`src/rtl/seg7_scan_driver_if.sv`:
```
// Bus between the register file and the 7-segment scan driver.
// The master owns the display word and mode controls; the slave returns the pin-level drive.
interface seg7_scan_driver_if #(
   parameter int DIGITS = 8
);
   localparam int IDX_W = (DIGITS > 1) ? $clog2(DIGITS) : 1;

   logic                  enable;
   logic                  load;
   logic [4*DIGITS-1:0]   value;
   logic [DIGITS-1:0]     dp_in;
   logic [DIGITS-1:0]     blank_mask;
   logic                  hex_mode;
   logic                  lz_en;
   logic [6:0]            seg;
   logic                  dp;
   logic [DIGITS-1:0]     an;
   logic [IDX_W-1:0]      digit_idx;

   modport master (
      output enable, load, value, dp_in, blank_mask, hex_mode, lz_en,
      input  seg, dp, an, digit_idx
   );

   modport slave (
      input  enable, load, value, dp_in, blank_mask, hex_mode, lz_en,
      output seg, dp, an, digit_idx
   );
endinterface

```
`src/rtl/seg7_scan_driver.sv`:
```
// Time-multiplexed common-anode 7-segment driver: shadows a nibble word and
// scans one digit per refresh slot with guard blanking, BCD/hex decode and zero suppression.
module seg7_scan_driver #(
   parameter int DIGITS = 8,
   parameter int DIV    = 50000,
   parameter int GUARD  = 16
) (
   input logic               clk,
   input logic               rst_n,
   seg7_scan_driver_if.slave bus
);

   localparam int IDX_W = (DIGITS > 1) ? $clog2(DIGITS) : 1;
   localparam int CNT_W = $clog2(DIV);
   localparam logic [CNT_W-1:0] CNT_LAST = CNT_W'(DIV - 1);
   localparam logic [CNT_W-1:0] GUARD_C  = CNT_W'(GUARD);
   localparam logic [IDX_W-1:0] IDX_LAST = IDX_W'(DIGITS - 1);

   logic [4*DIGITS-1:0] r_value;
   logic [DIGITS-1:0]   r_dpIn;
   logic [DIGITS-1:0]   r_blank;
   logic [CNT_W-1:0]    r_cnt;
   logic [IDX_W-1:0]    r_idx;
   logic [6:0]          r_seg;
   logic                r_dp;
   logic [DIGITS-1:0]   r_an;

   logic [3:0]          w_nibble;
   logic [6:0]          w_decoded;
   logic                w_lzBlank;
   logic [6:0]          w_segNext;
   logic                w_dpNext;
   logic [DIGITS-1:0]   w_anNext;

   function automatic logic [6:0] decodeNibble(input logic [3:0] n, input logic hex);
      logic [6:0] s;
      case (n)
         4'h0: s = 7'b0000001;
         4'h1: s = 7'b1001111;
         4'h2: s = 7'b0010010;
         4'h3: s = 7'b0000110;
         4'h4: s = 7'b1001100;
         4'h5: s = 7'b0100100;
         4'h6: s = 7'b0100000;
         4'h7: s = 7'b0001111;
         4'h8: s = 7'b0000000;
         4'h9: s = 7'b0000100;
         4'hA: s = 7'b0001000;
         4'hB: s = 7'b1100000;
         4'hC: s = 7'b0110001;
         4'hD: s = 7'b1000010;
         4'hE: s = 7'b0110000;
         default: s = 7'b0111000;
      endcase
      if (!hex && (n > 4'd9)) s = 7'h7F;
      return s;
   endfunction

   always_ff @(posedge clk or negedge rst_n) begin
      if (!rst_n) begin
         r_value <= '0;
         r_dpIn  <= '0;
         r_blank <= '0;
      end else if (bus.load) begin
         r_value <= bus.value;
         r_dpIn  <= bus.dp_in;
         r_blank <= bus.blank_mask;
      end
   end

   // Slot timing: disabling parks the scan at digit 0 so re-enabling always starts clean.
   always_ff @(posedge clk or negedge rst_n) begin
      if (!rst_n) begin
         r_cnt <= '0;
         r_idx <= '0;
      end else if (!bus.enable) begin
         r_cnt <= '0;
         r_idx <= '0;
      end else if (r_cnt == CNT_LAST) begin
         r_cnt <= '0;
         r_idx <= (r_idx == IDX_LAST) ? '0 : r_idx + 1'b1;
      end else begin
         r_cnt <= r_cnt + 1'b1;
      end
   end

   // A digit is a leading zero when it and every more-significant nibble are zero.
   assign w_nibble  = r_value[{r_idx, 2'b00} +: 4];
   assign w_decoded = decodeNibble(w_nibble, bus.hex_mode);
   assign w_lzBlank = bus.lz_en && (r_idx != '0) && ((r_value >> {r_idx, 2'b00}) == '0);

   always_comb begin
      w_anNext  = '1;
      w_segNext = 7'h7F;
      w_dpNext  = 1'b1;
      if (bus.enable) begin
         if (r_cnt >= GUARD_C) w_anNext = ~(DIGITS'(1) << r_idx);
         if (!r_blank[r_idx]) begin
            w_dpNext  = ~r_dpIn[r_idx];
            w_segNext = w_lzBlank ? 7'h7F : w_decoded;
         end
      end
   end

   always_ff @(posedge clk or negedge rst_n) begin
      if (!rst_n) begin
         r_an  <= '1;
         r_seg <= 7'h7F;
         r_dp  <= 1'b1;
      end else begin
         r_an  <= w_anNext;
         r_seg <= w_segNext;
         r_dp  <= w_dpNext;
      end
   end

   assign bus.seg       = r_seg;
   assign bus.dp        = r_dp;
   assign bus.an        = r_an;
   assign bus.digit_idx = r_idx;

endmodule
```
`src/flat_wrapper.sv`:
```
// flat-port wrapper written by rule: the top's interface ports become plain ports
module seg7_scan_driver_flat 
#(
   parameter int DIGITS = 8,
   parameter int DIV    = 50000,
   parameter int GUARD  = 16
)
  (clk, rst_n, bus_enable, bus_load, bus_value, bus_dp_in, bus_blank_mask, bus_hex_mode, bus_lz_en, bus_seg, bus_dp, bus_an, bus_digit_idx);
  seg7_scan_driver_if #(.DIGITS(DIGITS)) bus_i ();
  input logic clk;
  input logic rst_n;
  input wire logic [$bits(bus_i.enable)-1:0] bus_enable;
  input wire logic [$bits(bus_i.load)-1:0] bus_load;
  input wire logic [$bits(bus_i.value)-1:0] bus_value;
  input wire logic [$bits(bus_i.dp_in)-1:0] bus_dp_in;
  input wire logic [$bits(bus_i.blank_mask)-1:0] bus_blank_mask;
  input wire logic [$bits(bus_i.hex_mode)-1:0] bus_hex_mode;
  input wire logic [$bits(bus_i.lz_en)-1:0] bus_lz_en;
  output wire logic [$bits(bus_i.seg)-1:0] bus_seg;
  output wire logic [$bits(bus_i.dp)-1:0] bus_dp;
  output wire logic [$bits(bus_i.an)-1:0] bus_an;
  output wire logic [$bits(bus_i.digit_idx)-1:0] bus_digit_idx;
  assign bus_i.enable = bus_enable;
  assign bus_i.load = bus_load;
  assign bus_i.value = bus_value;
  assign bus_i.dp_in = bus_dp_in;
  assign bus_i.blank_mask = bus_blank_mask;
  assign bus_i.hex_mode = bus_hex_mode;
  assign bus_i.lz_en = bus_lz_en;
  assign bus_seg = bus_i.seg;
  assign bus_dp = bus_i.dp;
  assign bus_an = bus_i.an;
  assign bus_digit_idx = bus_i.digit_idx;
  seg7_scan_driver #(.DIGITS(DIGITS), .DIV(DIV), .GUARD(GUARD)) u_core (.clk(clk), .rst_n(rst_n), .bus(bus_i));
endmodule
```
`config.mk`:
```
export PLATFORM = sky130hd
export DESIGN_NAME = seg7_scan_driver_flat
export DESIGN_NICKNAME = d
export VERILOG_FILES = /design/src/rtl/seg7_scan_driver_if.sv /design/src/rtl/seg7_scan_driver.sv /design/src/flat_wrapper.sv
export SDC_FILE = /design/constraint.sdc
export NUM_CORES = 1
export LEC_CHECK = 0
export ABC_AREA = 1
export BUFFER_PORTS_ARGS = -buffer_cell sky130_fd_sc_hd__clkbuf_2
export CORE_ASPECT_RATIO = 0.9
export CORE_MARGIN = 2
export CORE_UTILIZATION = 45
export CTS_CLUSTER_DIAMETER = 200
export CTS_CLUSTER_SIZE = 40
export DETAILED_ROUTE_END_ITERATION = 8
export PLACE_DENSITY_LB_ADDON = 0.2
export REMOVE_ABC_BUFFERS = 1
export SLEW_MARGIN = 20
export SYNTH_ARGS = -nofsm -noshare
export SYNTH_HDL_FRONTEND = slang
export SYNTH_SLANG_ARGS = --single-unit
```
`constraint.sdc`:
```
create_clock -name clk -period 2.02 [get_ports clk]
set_clock_uncertainty 0.15 [all_clocks]
set_input_delay 0.404 -clock clk [delete_from_list [all_inputs] [get_ports clk]]
set_output_delay 0.404 -clock clk [all_outputs]
set_load 0.005 [all_outputs]
```
## Word level (Yosys, flattened, before mapping)

Memories as Yosys holds them, arrays and structs flattened.
Index checks and enable logic that the tools add are counted.

- Add/subtract/negate cells: 2
- $mul: 0
- Div/mod/pow operators: 0
- Magnitude comparators: 3
- Eq/ne operators: 3
- Shifts and indexed selects: 3
- Muxes and demuxes: 17
- Bitwise logic cells: 2
- Reductions and logical operators: 6

Operators by type and width:

| operator | number |
|---|---|
| $logic_not 32->1 | 1 |
| $mux 16 | 2 |
| $shiftx 32x6->4 | 1 |
| $shr 32x5->32 | 1 |
| $mux 7 | 4 |
| $add 16x1->16 const B | 1 |
| $eq 16x16->1 const B | 1 |
| $ge 16x5->1 const B | 1 |
| $mux 8 | 2 |
| $mux 3 | 3 |
| $not 8->8 | 1 |
| $shl 1x3->8 const A | 1 |
| $bmux 1 s3 | 2 |
| $gt 4x4->1 const B | 1 |
| $lt 3x4->1 const B | 1 |
| $mux 1 | 4 |
| $add 3x1->3 const B | 1 |
| $eq 3x3->1 const B | 1 |
| $logic_and 1x1->1 | 3 |
| $reduce_bool 3->1 | 1 |
| $ne 2x1->1 const B | 1 |
| $logic_not 1->1 | 1 |
| $not 1->1 | 1 |

- Bits in registers: 83
- Bits in latches: 0
- Memory bits (writable): 0
- Bits in read-only memories: 112
- Bits of input ports: 54
- Output and inout bits: 19
- Word-level logic and storage cells: 45
- Memories: 1

Memory list:

| name | depth | bits a word | rd ports | clocked after memory_dff | write ports | RTL line | RTL |
|---|---|---|---|---|---|---|---|
| (no name shown) | 16 | 7 | 1 | 0 | 0 | seg7_scan_driver.sv:37 | `case (n)` |

## Logic depth before layout (Yosys ltp)

Gate-level depths: netlist (run 1).

- Word-level depth: 7
- Mapped depth: 16

## Worst setup path before layout (run 1)

No wires, ideal clock.

- Path type: register -> register
- Start point: register u_core.r_idx[0], in the netlist u_core.bus.digit_idx[0]
- End point: register u_core.r_seg[0], in the netlist u_core.bus.seg[0]
- Setup time: 0.060 ns
- Arrival time: 2.005 ns
- Path slack: -0.195 ns
- Stages on the path, launching flop included: 17
- Buffers on the path: 2
- Period minus slack after synthesis: 2.215 ns
- Cell sequence: dfrtp_1 buf_6 buf_6 nand2_1 nand3_1 nand2_1 nand2_1 nand2_1 ha_1 nand2_1 nor2_1 o21ai_0 a21oi_2 nand2_2 nor2_4 nand3_4 nand2_1

- Word-level cells in the longest chain between the ends: 7
- Elaborated cells between the ends (all ways): 15

RTL lines:

| item | RTL line | RTL |
|---|---|---|
| start: declaration | seg7_scan_driver.sv:23 | `logic [IDX_W-1:0] r_idx;` |
| start signal: assignment | seg7_scan_driver.sv:81 | `r_idx <= (r_idx == IDX_LAST) ? '0 : r_idx + 1'b1;` |
| $shiftx 32x6->4 | seg7_scan_driver.sv:88 | `assign w_nibble = r_value[{r_idx, 2'b00} +: 4];` |
| $gt 4x4->1 | seg7_scan_driver.sv:55 | `if (!hex && (n > 4'd9)) s = 7'h7F;` |
| $logic_and 1x1->1 | seg7_scan_driver.sv:55 |  |
| $mux 7 | seg7_scan_driver.sv:55 |  |
| $mux 7 | seg7_scan_driver.sv:100 | `w_segNext = w_lzBlank ? 7'h7F : w_decoded;` |
| $mux 7 (*) | seg7_scan_driver.sv:98 | `if (!r_blank[r_idx]) begin` |
| $mux 7 (*) | seg7_scan_driver.sv:96 | `if (bus.enable) begin` |
| via u_core.w_segNext[0] | seg7_scan_driver.sv:31 | `logic [6:0] w_segNext;` |
| end signal: assignment | seg7_scan_driver.sv:112 | `r_seg <= w_segNext;` |
| end: declaration | seg7_scan_driver.sv:24 | `logic [6:0] r_seg;` |

The timed path passes the listed nets; every way through them passes the cells marked *. The select of a mux whose other input is x is not followed.
A chain may end at the register's enable or synchronous reset.

## Worst setup path after layout (run 1)

- Start point: register u_core.r_idx[0], in the netlist u_core.bus.digit_idx[0]
- End point: register u_core.r_seg[3], in the netlist u_core.bus.seg[3]

Same word-level chain as after synthesis.

==> results of run 1 <==
==> repair_timing <==
action	4_1_cts	5_1_grt
setup endpoints to repair	7	13
hold endpoints to repair	23	0
setup buffers	12	3
resized for setup	23	15
pin swaps	15	6
hold buffers	1	0
gates cloned	0	0
==> state kept, by name, indices dropped and copies added (netlist names) <==
signal	flops
u_core.bus.an	8
u_core.bus.digit_idx	3
u_core.r_value	32
u_core.r_dpIn	8
u_core.r_blank	8
u_core.r_cnt	16
u_core.bus.dp	1
u_core.bus.seg	7
==> critical path: stages (launching register included) <==
cell	delay, ps
dfrtp_1	400
buf_6	140
clkinv_8	60
nand2_1	50
nand3_1	110
nand2_2	70
nand2_1	70
nand2_2	80
buf_4	130
buf_4	140
ha_1	290
nand2_1	60
nand3_1	80
nand2_1	60
nor2_1	80
nand2_1	60
==> synth_stat cells, drive strengths merged, types with 12 or more instances <==
| cell type | count |
|---|---|
| nor3 | 12 |
| a21oi | 20 |
| dfstp | 16 |
| mux2 | 17 |
| ha | 15 |
| inv | 59 |
| nor2 | 36 |
| o21ai | 58 |
| dfrtp | 67 |
| nand2 | 191 |
| nand3 | 65 |
| buf | 17 |
==> worst max-delay path by stage <==
stage,startpoint,end,slack (ps),cells after the start
finish,u_core.bus.digit_idx[0],u_core.bus.seg[3],-70,15
global route,u_core.bus.digit_idx[0],u_core.bus.seg[1],-230,16
CTS,u_core.bus.digit_idx[0],u_core.bus.seg[2],-80,16
detailed placement,u_core.bus.digit_idx[1],u_core.bus.seg[0],-200,14
global placement,u_core.bus.digit_idx[1],u_core.bus.seg[4],-180,14
floorplan,u_core.bus.digit_idx[0],u_core.bus.seg[0],-1150,15
==> final cells by class <==
type,instances,area share (%)
Sequential cell,83,35.8
Timing Repair Buffer,118,12.8
Inverter,59,4.04
Clock inverter,5,0.919
Multi-Input combinational cell,433,39.6
Tap cell,129,2.76
Clock buffer,11,3.98
==> per-layer routing <==
layer | vias to the layer above | part of all wire (%) | global-route usage (%) | routed length, um
met1 | 1975 | 49 | 30.3 | 5620
li1 | 2158 | - | - | -
met4 | 0 | 0.76 | 3.75 | 87
met3 | 6 | 5.8 | 5.80 | 660
met5 | - | 0 | 0 | 0
met2 | 107 | 45 | 31.7 | 5110
==> through the flow <==
| stage | cell area, um^2 | util, % | hold WS (ps) |
|---|---|---|---|
| 3_5_place_dp | 5340 | 52.1 | 205 |
| 6_report | 5850 | 57.1 | 119 |
| 2_1_floorplan | 4560 | - | -41.6 |
| 3_3_place_gp | 5340 | 52.1 | 206 |
| 4_1_cts | 5780 | 56.4 | 112 |
| 5_1_grt | 5850 | 57.1 | 119 |
==> power breakdown <==
part | switching, mW | total (mW) | internal (mW)
Combinational | 0.733 | 1.27 | 0.540
Clock | 0.644 | 1.60 | 0.953
Sequential | 0.0810 | 1.90 | 1.82
Total | 1.46 | 4.77 | 3.31
==> kinds of logic (layout without fill, tap and decap cells) <==
group | count (synthesis) | count (layout) | share of synthesized area, %
and+or+nand+nor | 316 | 316 | 29.3
buffers and inverters | 85 | 193 | 8.60
AOI/OAI and AO/OA | 84 | 84 | 9.70
DFF | 83 | 83 | 44.2
muxes | 17 | 17 | 4.03
adders and majority gates | 15 | 15 | 3.96
xor gates and xnor gates | 1 | 1 | 0.185
==> qor.txt, run 1 <==
CTS H-tree depth: 3
Root Buffer: clkbuf_16
Reg2Reg Setup Slack: -70 ps
Worst Path Max Fanout: 10
Synth Warn #: 0
Worst r2r dst: u_core.bus.seg[3]
Layout Nets: 773
RSZ-0062 raised after global routing: true
Leading cell types in the layout, fill and taps excluded: 169 x nand2_1, 71 x clkbuf_2, 66 x dfrtp_1
Initial antenna violation count: 0
Worst hold path class: input port to flip-flop
Die W: 112 um
Starting Density: 46.3%
Vias per std cell: 5.07
Filler Cells Inserted: 973
Post-Syn Area: 0.00474 mm^2
First-pass GRT wire length: 18.9 mm
PnR worst setup slack: -66.1 ps
Cts bufs inserted: 9
Hold path depth: 3
Critical Path Source Type: flip-flop
Core ar.: 0.0102 mm^2
Final Non-Filler Cells: 838
Pwr Density: 815 mW/mm^2
Peak VDD IR: 0.543 mV
Max Clock Freq: 479 MHz
Worst EP required: 2140 ps
CTS tree: done
Min-Delay Endpoint: u_core.r_value[8]
Site Rows: 35
DR DRC count: 0
Slew Limit Headroom: 74.1%
Worst Setup End Kind: flip-flop
Multi-input gate area: 0.00232 mm^2
Cells on worst reg2reg path: 15
Cells after synthesis: 601
Setup TNS: -374 ps
Post-route ant nets: 0
Status: complete, but fails checks
Worst r2r src: u_core.bus.digit_idx[0]
GRT overflow: 0
Drt wl/cell: 13.7 um
Post-synth EDFFs: 0
Failing checks: setup timing
Layout cell share with drive strength beyond 1: 30.5%
ANT cells: 0
Port Buffers: 72
Ys flop type: dfrtp_1
Synthesized area per cell: 7.89 um^2
Final Hold Vio Count: 0
CTS Sinks: 83
Leading cell type in the layout, fill and taps excluded: nand2_1
Distinct cell type count after synthesis: 38
# IOs: 73
1st-iter DRT viols: 194
WL final: 11.5 mm
Hold path start: bus_value[8]
DR pass1 iterations: 5
Global router's overall resource usage: 20.8%
Worst path arrival time: 2200 ps
Post-route minimum period: 2090 ps
CTS max path bufs: 2
Sequential-to-total area share from yosys stat: 44.2%
Slew @ Worst Pin: 389 ps
Clock Latency Late Sink: 340 ps
Register area: 0.00210 mm^2
Die Footprint: 0.0114 mm^2
Dpl ws: -201 ps
Pwr Total: 4.77 mW
#FFs+latches synth: 83
DP HPWL: 8.45 mm
Die Ht: 101 um
Pleak: 2.92 nW
Type of the worst setup path: flip-flop to flip-flop
Biggest area consumer among synthesized cells: dfrtp_1
Crit share post-route: 103%
Endpoints failing setup: 7
Asr flop ratio synth: 100%
Via count: 4,246
Placer Congestion: 0.855
Top-area cell type share of the netlist area: 35.3%
Number of global-route vias before repair: 3,884
Synth top area cells: dfrtp_1 35%, nand2_1 14%, dfstp_2 8.9%
Layout area overhead: 23.4%
Max Slew Vio Count: 0
DP Cell Count: 807
Max-cap violations: 0
Clk slew on worst S/H paths: 60 ps
Largest net degree at the start of global routing: 80
(Power assumes the default switching activity.)
==> inputs of run 2 (changes only) <==
--- a/config.mk
+++ b/config.mk
@@ -14,6 +14,7 @@
 export CTS_CLUSTER_SIZE = 40
 export DETAILED_ROUTE_END_ITERATION = 8
 export PLACE_DENSITY_LB_ADDON = 0.2
+export RECOVER_POWER = 100
 export REMOVE_ABC_BUFFERS = 1
 export SLEW_MARGIN = 20
 export SYNTH_ARGS = -nofsm -noshare
==> qor.txt, run 2 (same netlist as run 1, synthesis figures left out) <==
Status: complete, but fails checks
Failing checks: setup timing
Worst path slowest cell: dfrtp_1
Starting Density: 46.3% (unchanged)
Worst Path Max Fanout: 10 (unchanged)
P_sw: 1.45 mW (-0.26%)
CTS tree: done
ANT cells: 0 (unchanged)
Max Clock Freq: 480 MHz (about the same)
Die Ht: 101 um (unchanged)
Cts bufs inserted: 9 (unchanged)
Site Rows: 35 (unchanged)
Placer Congestion: 0.855 (unchanged)
Max Slew Vio Count: 0 (unchanged)
Leading registers by flop count: u_core.r_value x32, u_core.r_cnt x16
Worst hold slack: 120 ps (+0.627 ps)
CP top delay family: simple AND/OR/NAND/NOR gates
Vias per std cell: 5.03 (-0.71%)
CP peak stage delay: 400 ps (about the same)
Internal power: 3.31 mW (-0.15%)
Pleak: 2.91 nW (-0.48%)
Max FFs per register: 32 (unchanged)
Type of the worst setup path: flip-flop to flip-flop
Critical Path Source Type: flip-flop
Post-route ant nets: 0 (unchanged)
GRT overflow: 0 (unchanged)
Reg2Reg Setup Slack: -60 ps (about the same)
Leading cell type in the layout, fill and taps excluded: nand2_1
Crit path cell chain: buf_6 -> clkinv_8 -> nand2_1 -> nand3_1 -> nand2_2 -> nand2_1 -> nand2_2 -> buf_4 -> buf_4 -> ha_1 -> nand2_1 -> nand3_1 -> nand2_1 -> nor2_1 -> nand2_1
Drt wl/cell: 13.7 um (-0.17%)
DP HPWL: 8.45 mm (unchanged)
CTS H-tree depth: 3 (unchanged)
Layout area overhead: 22.6%
Layout cell share with drive strength beyond 1: 30.0% (-0.42 points)
Filler Cells Inserted: 981 (+0.82%)
Largest net degree at the start of global routing: 80 (unchanged)
PnR worst setup slack: -64.2 ps (+1.89 ps)
CTS Sinks: 83 (unchanged)
Worst path arrival time: 2200 ps (about the same)
Initial antenna violation count: 0 (unchanged)
Post-route minimum period: 2080 ps (-1.89 ps)
# IOs: 73 (unchanged)
Die Footprint: 0.0114 mm^2 (unchanged)
Combinational cell fraction of total power: 26.6% (about the same)
Layout Nets: 773 (unchanged)
Leading cell types in the layout, fill and taps excluded: 169 x nand2_1, 72 x clkbuf_2, 66 x dfrtp_1
Worst EP required: 2140 ps (about the same)
DR pass1 iterations: 5 (unchanged)
Worst Setup End Kind: flip-flop
Clk slew on worst S/H paths: 60 ps (about the same)
Clock Power Share: 33.5% (about the same)
Global router's overall resource usage: 20.8% (unchanged)
Endpoints failing setup: 7 (unchanged)
1st-iter DRT viols: 199 (+2.6%)
Die W: 112 um (unchanged)
Worst hold path class: input port to flip-flop
Crit share post-route: 103% (about the same)
RSZ-0062 raised after global routing: true
Setup TNS: -375 ps (-0.918 ps)
Pwr Total: 4.76 mW (-0.19%)
Clock Latency Late Sink: 340 ps (about the same)
Max-cap violations: 0 (unchanged)
First-pass GRT wire length: 18.9 mm (unchanged)
WP buf/inv: 4 (unchanged)
Root Buffer: clkbuf_16
Final Hold Vio Count: 0 (unchanged)
DR DRC count: 0 (unchanged)
Via count: 4,216 (-0.71%)
WL final: 11.5 mm (-0.17%)
Sequential power share: 39.9% (about the same)
Core ar.: 0.0102 mm^2 (unchanged)
Number of global-route vias before repair: 3,884 (unchanged)
CTS max path bufs: 2 (unchanged)
Switching Share: 30.6% (about the same)
Slew @ Worst Pin: 1420 ps (+1030 ps)
Top reg by flops: u_core.r_value
Slew Limit Headroom: 5.17% (-69 points)
Cell mode on critical path: nand2_1
Pwr Density: 818 mW/mm^2 (+0.46%)
Peak VDD IR: 0.543 mV (about the same)
Port Buffers: 72 (unchanged)
-- run 2: path summary, 6_finish.rpt --
| kind | startpoint | endpoint | cells after the start |
|---|---|---|---|
| setup / recovery | u_core.bus.digit_idx[0] | u_core.bus.seg[3] | 15 |
| hold / removal | bus_value[8] | u_core.r_value[8] | 3 |
| setup reg to reg | u_core.bus.digit_idx[0] | u_core.bus.seg[3] | 15 |
| hold reg to reg | u_core.r_cnt[15] | u_core.r_cnt[15] | 1 |
| max in group asynchronous | rst_n | u_core.bus.an[2] | 3 |
| min in group asynchronous | rst_n | u_core.r_cnt[14] | 2 |
-- run 2: power by group through the flow --
stage	clock network [mW]	registers, mW	logic [mW]
detailed placement	0	1.92	1.14
finish	1.60	1.90	1.27
global placement	0	1.92	1.12
global route	1.72	1.91	1.43
floorplan	0	1.94	0.668
CTS	1.65	1.90	1.24
-- run 2: tightest hold or removal path: stages --
cell,delay [ps]
clkbuf_2,70
nand2_1,40
o21ai_0,60
-- run 2: layout make-up --
type | count | area [um^2] | area share (%)
Clock inverter | 5 | 53.8 | 0.925
Tap cell | 129 | 161 | 2.77
Timing Repair Buffer | 118 | 716 | 12.3
Clock buffer | 11 | 233 | 4.00
Inverter | 59 | 236 | 4.07
Multi-Input combinational cell | 433 | 2320 | 39.9
Sequential cell | 83 | 2100 | 36.1
-- run 2: through the flow --
stage	std cells	setup WS, ps	utilization, %	cell area, um^2
after detailed placement	807	-201	52.1	5340
after global placement	807	-178	52.1	5340
after floorplan	575	-1150	-	4560
final	838	-64.2	56.8	5820
after global routing	838	-226	56.8	5820
after CTS	836	-84.6	56.4	5780
-- run 2: per-layer routing --
metal	vias to the layer above	track usage [%]	share of wire, %
met5	-	0	0
met4	0	3.75	0.76
met3	6	5.80	6.0
met2	104	31.7	45
met1	1948	30.3	49
li1	2158	-	-
-- run 2: timing repair --
item / in CTS / in global routing
hold buffers: 1 / 0
endpoints found under the hold margin: 23 / 0
resized for setup: 23 / 15
pin swaps: 15 / 6
endpoints found under the setup margin: 7 / 13
setup buffers: 12 / 3
==> inputs of run 3 (changes only) <==
==> constraint.sdc (replaced) <==
create_clock -name clk -period 2.02 [get_ports clk]
set_clock_uncertainty 0.15 [all_clocks]
set_input_delay 0.404 -clock clk [delete_from_list [all_inputs] [get_ports clk]]
set_output_delay 0.404 -clock clk [all_outputs]
set_load 0.01 [all_outputs]
==> qor.txt, run 3 (same netlist as run 1, synthesis figures left out) <==
Internal power: 3.30 mW (-0.23%)
Die Footprint: 0.0114 mm^2 (unchanged)
Layout Nets: 773 (unchanged)
Vias per std cell: 5.04 (+0.19%)
CTS max path bufs: 2 (unchanged)
Type of the worst setup path: flip-flop to flip-flop
Clock Latency Late Sink: 340 ps (about the same)
Switching Share: 30.9% (+0.31 points)
Worst EP required: 2140 ps (about the same)
Worst Path Max Fanout: 10 (unchanged)
WL final: 11.5 mm (+0.54%)
Largest net degree at the start of global routing: 80 (unchanged)
CTS H-tree depth: 3 (unchanged)
Cell mode on critical path: nand2_1
Global router's overall resource usage: 20.8% (unchanged)
Max-cap violations: 0 (unchanged)
Worst hold path class: input port to flip-flop
P_sw: 1.47 mW (+1.2%)
Slew @ Worst Pin: 1420 ps (+0.419 ps)
Drt wl/cell: 13.7 um (+0.54%)
Max Slew Vio Count: 0 (unchanged)
Slew Limit Headroom: 5.14% (-0.028 points)
Cts bufs inserted: 9 (unchanged)
Dpl ws: -201 ps (unchanged)
Status: complete, but fails checks
1st-iter DRT viols: 199 (unchanged)
Leading cell type in the layout, fill and taps excluded: nand2_1
Pwr Density: 823 mW/mm^2 (+0.51%)
Initial antenna violation count: 0 (unchanged)
Placer Congestion: 0.855 (unchanged)
Core Util, Final: 56.6% (-0.17 points)
Via count: 4,224 (+0.19%)
Endpoints failing setup: 7 (unchanged)
Failing checks: setup timing
Pwr Total: 4.77 mW (+0.21%)
Peak VDD IR: 0.545 mV (+0.45%)
Worst Setup End Kind: flip-flop
Final Hold Vio Count: 0 (unchanged)
DR DRC count: 0 (unchanged)
CTS tree: done
Max Clock Freq: 480 MHz (about the same)
Layout cell share with drive strength beyond 1: 28.1% (-2.0 points)
Leading cell types in the layout, fill and taps excluded: 169 x nand2_1, 66 x dfrtp_1, 58 x clkbuf_2
Sequential power share: 39.8% (about the same)
Worst path arrival time: 2200 ps (about the same)
ANT cells: 0 (unchanged)
RSZ-0062 raised after global routing: true
# IOs: 73 (unchanged)
Post-route ant nets: 0 (unchanged)
Layout area overhead: 22.2%
CP peak stage delay: 400 ps (about the same)
Site Rows: 35 (unchanged)
PnR worst setup slack: -64.8 ps (-0.574 ps)
Filler Cells Inserted: 984 (+0.31%)
Pleak: 2.87 nW (-1.2%)
Crit share post-route: 103% (about the same)
DP HPWL: 8.45 mm (unchanged)
Worst path slowest cell: dfrtp_1
Die Ht: 101 um (unchanged)
Core ar.: 0.0102 mm^2 (unchanged)
Leading registers by flop count: u_core.r_value x32, u_core.r_cnt x16
Combinational cell fraction of total power: 26.7% (about the same)
Clk slew on worst S/H paths: 60 ps (about the same)
Crit path cell chain: buf_6 -> clkinv_8 -> nand2_1 -> nand3_1 -> nand2_2 -> nand2_1 -> nand2_2 -> buf_4 -> buf_4 -> ha_1 -> nand2_1 -> nand3_1 -> nand2_1 -> nor2_1 -> nand2_1
Top reg by flops: u_core.r_value
CTS Sinks: 83 (unchanged)
Critical Path Source Type: flip-flop
DR pass1 iterations: 5 (unchanged)
Die W: 112 um (unchanged)
Max FFs per register: 32 (unchanged)
Clock Power Share: 33.5% (about the same)
First-pass GRT wire length: 18.9 mm (unchanged)
Post-route minimum period: 2080 ps (+0.574 ps)
Port Buffers: 72 (unchanged)
Root Buffer: clkbuf_16
GRT overflow: 0 (unchanged)
Starting Density: 46.3% (unchanged)
Number of global-route vias before repair: 3,884 (unchanged)
[run 3: worst max-delay path, delay by kind of cell (launching register included)]
| kind | cells | cell delay (ps) |
|---|---|---|
| adder cells (fa/ha/maj) | 1 | 290 |
| buffers and inverters | 4 | 470 |
| flip-flops | 1 | 400 |
| AND/OR/NAND/NOR | 10 | 720 |
[run 3: final cells by class]
type	count	area, um^2	area share [%]
inverters	59	236	4.08
clock inverters	5	53.8	0.928
multi-input cells	433	2320	40.0
clock buffers	11	233	4.01
repair buffers	118	698	12.0
flip-flops and latches	83	2100	36.2
well taps	129	161	2.78
[run 3: timing repair]
item                       4_1_cts  5_1_grt
resized for setup               23       15
buffers inserted                12        3
pin swaps                       15        6
setup endpoints to repair        7       13
hold buffers                     1        0
hold endpoints to repair        23        0
[run 3: routing by layer]
metal  up-vias  routed length (um)  track usage [%]
li1       2161                   -                -
met1      1954                5630             30.3
met2       101                5110             31.7
met3         8                 675             5.80
met4         0                  98             3.75
met5         -                   0                0
[run 3: through the flow]
stage / std cells / cell area, um^2 / TNS, ps / hold slack (ps)
2_1_floorplan: 575 / 4560 / -10090 / -41.6
3_3_place_gp: 807 / 5340 / -1240 / 206
3_5_place_dp: 807 / 5340 / -1370 / 205
4_1_cts: 836 / 5780 / -547 / 112
5_1_grt: 838 / 5800 / -4270 / 119
6_report: 838 / 5800 / -378 / 119
[run 3: final timing paths]
| path | start | endpoint | slack [ps] | cells after the start |
|---|---|---|---|---|
| worst max-delay path | u_core.bus.digit_idx[0] | u_core.bus.seg[3] | -60 | 15 |
| worst min-delay path | bus_value[8] | u_core.r_value[8] | 120 | 3 |
| worst max register to register | u_core.bus.digit_idx[0] | u_core.bus.seg[3] | -60 | 15 |
| worst min register to register | u_core.r_cnt[15] | u_core.r_cnt[15] | 350 | 1 |
| max in group asynchronous | rst_n | u_core.bus.an[2] | 180 | 3 |
| min in group asynchronous | rst_n | u_core.r_cnt[14] | 500 | 2 |
[run 3: power by group through the flow]
stage | Sequential, mW | Clock, mW | Combinational (mW)
after floorplan | 1.95 | 0 | 0.668
after global placement | 1.92 | 0 | 1.13
after detailed placement | 1.92 | 0 | 1.16
after CTS | 1.90 | 1.65 | 1.26
after global routing | 1.91 | 1.72 | 1.43
final | 1.90 | 1.60 | 1.27
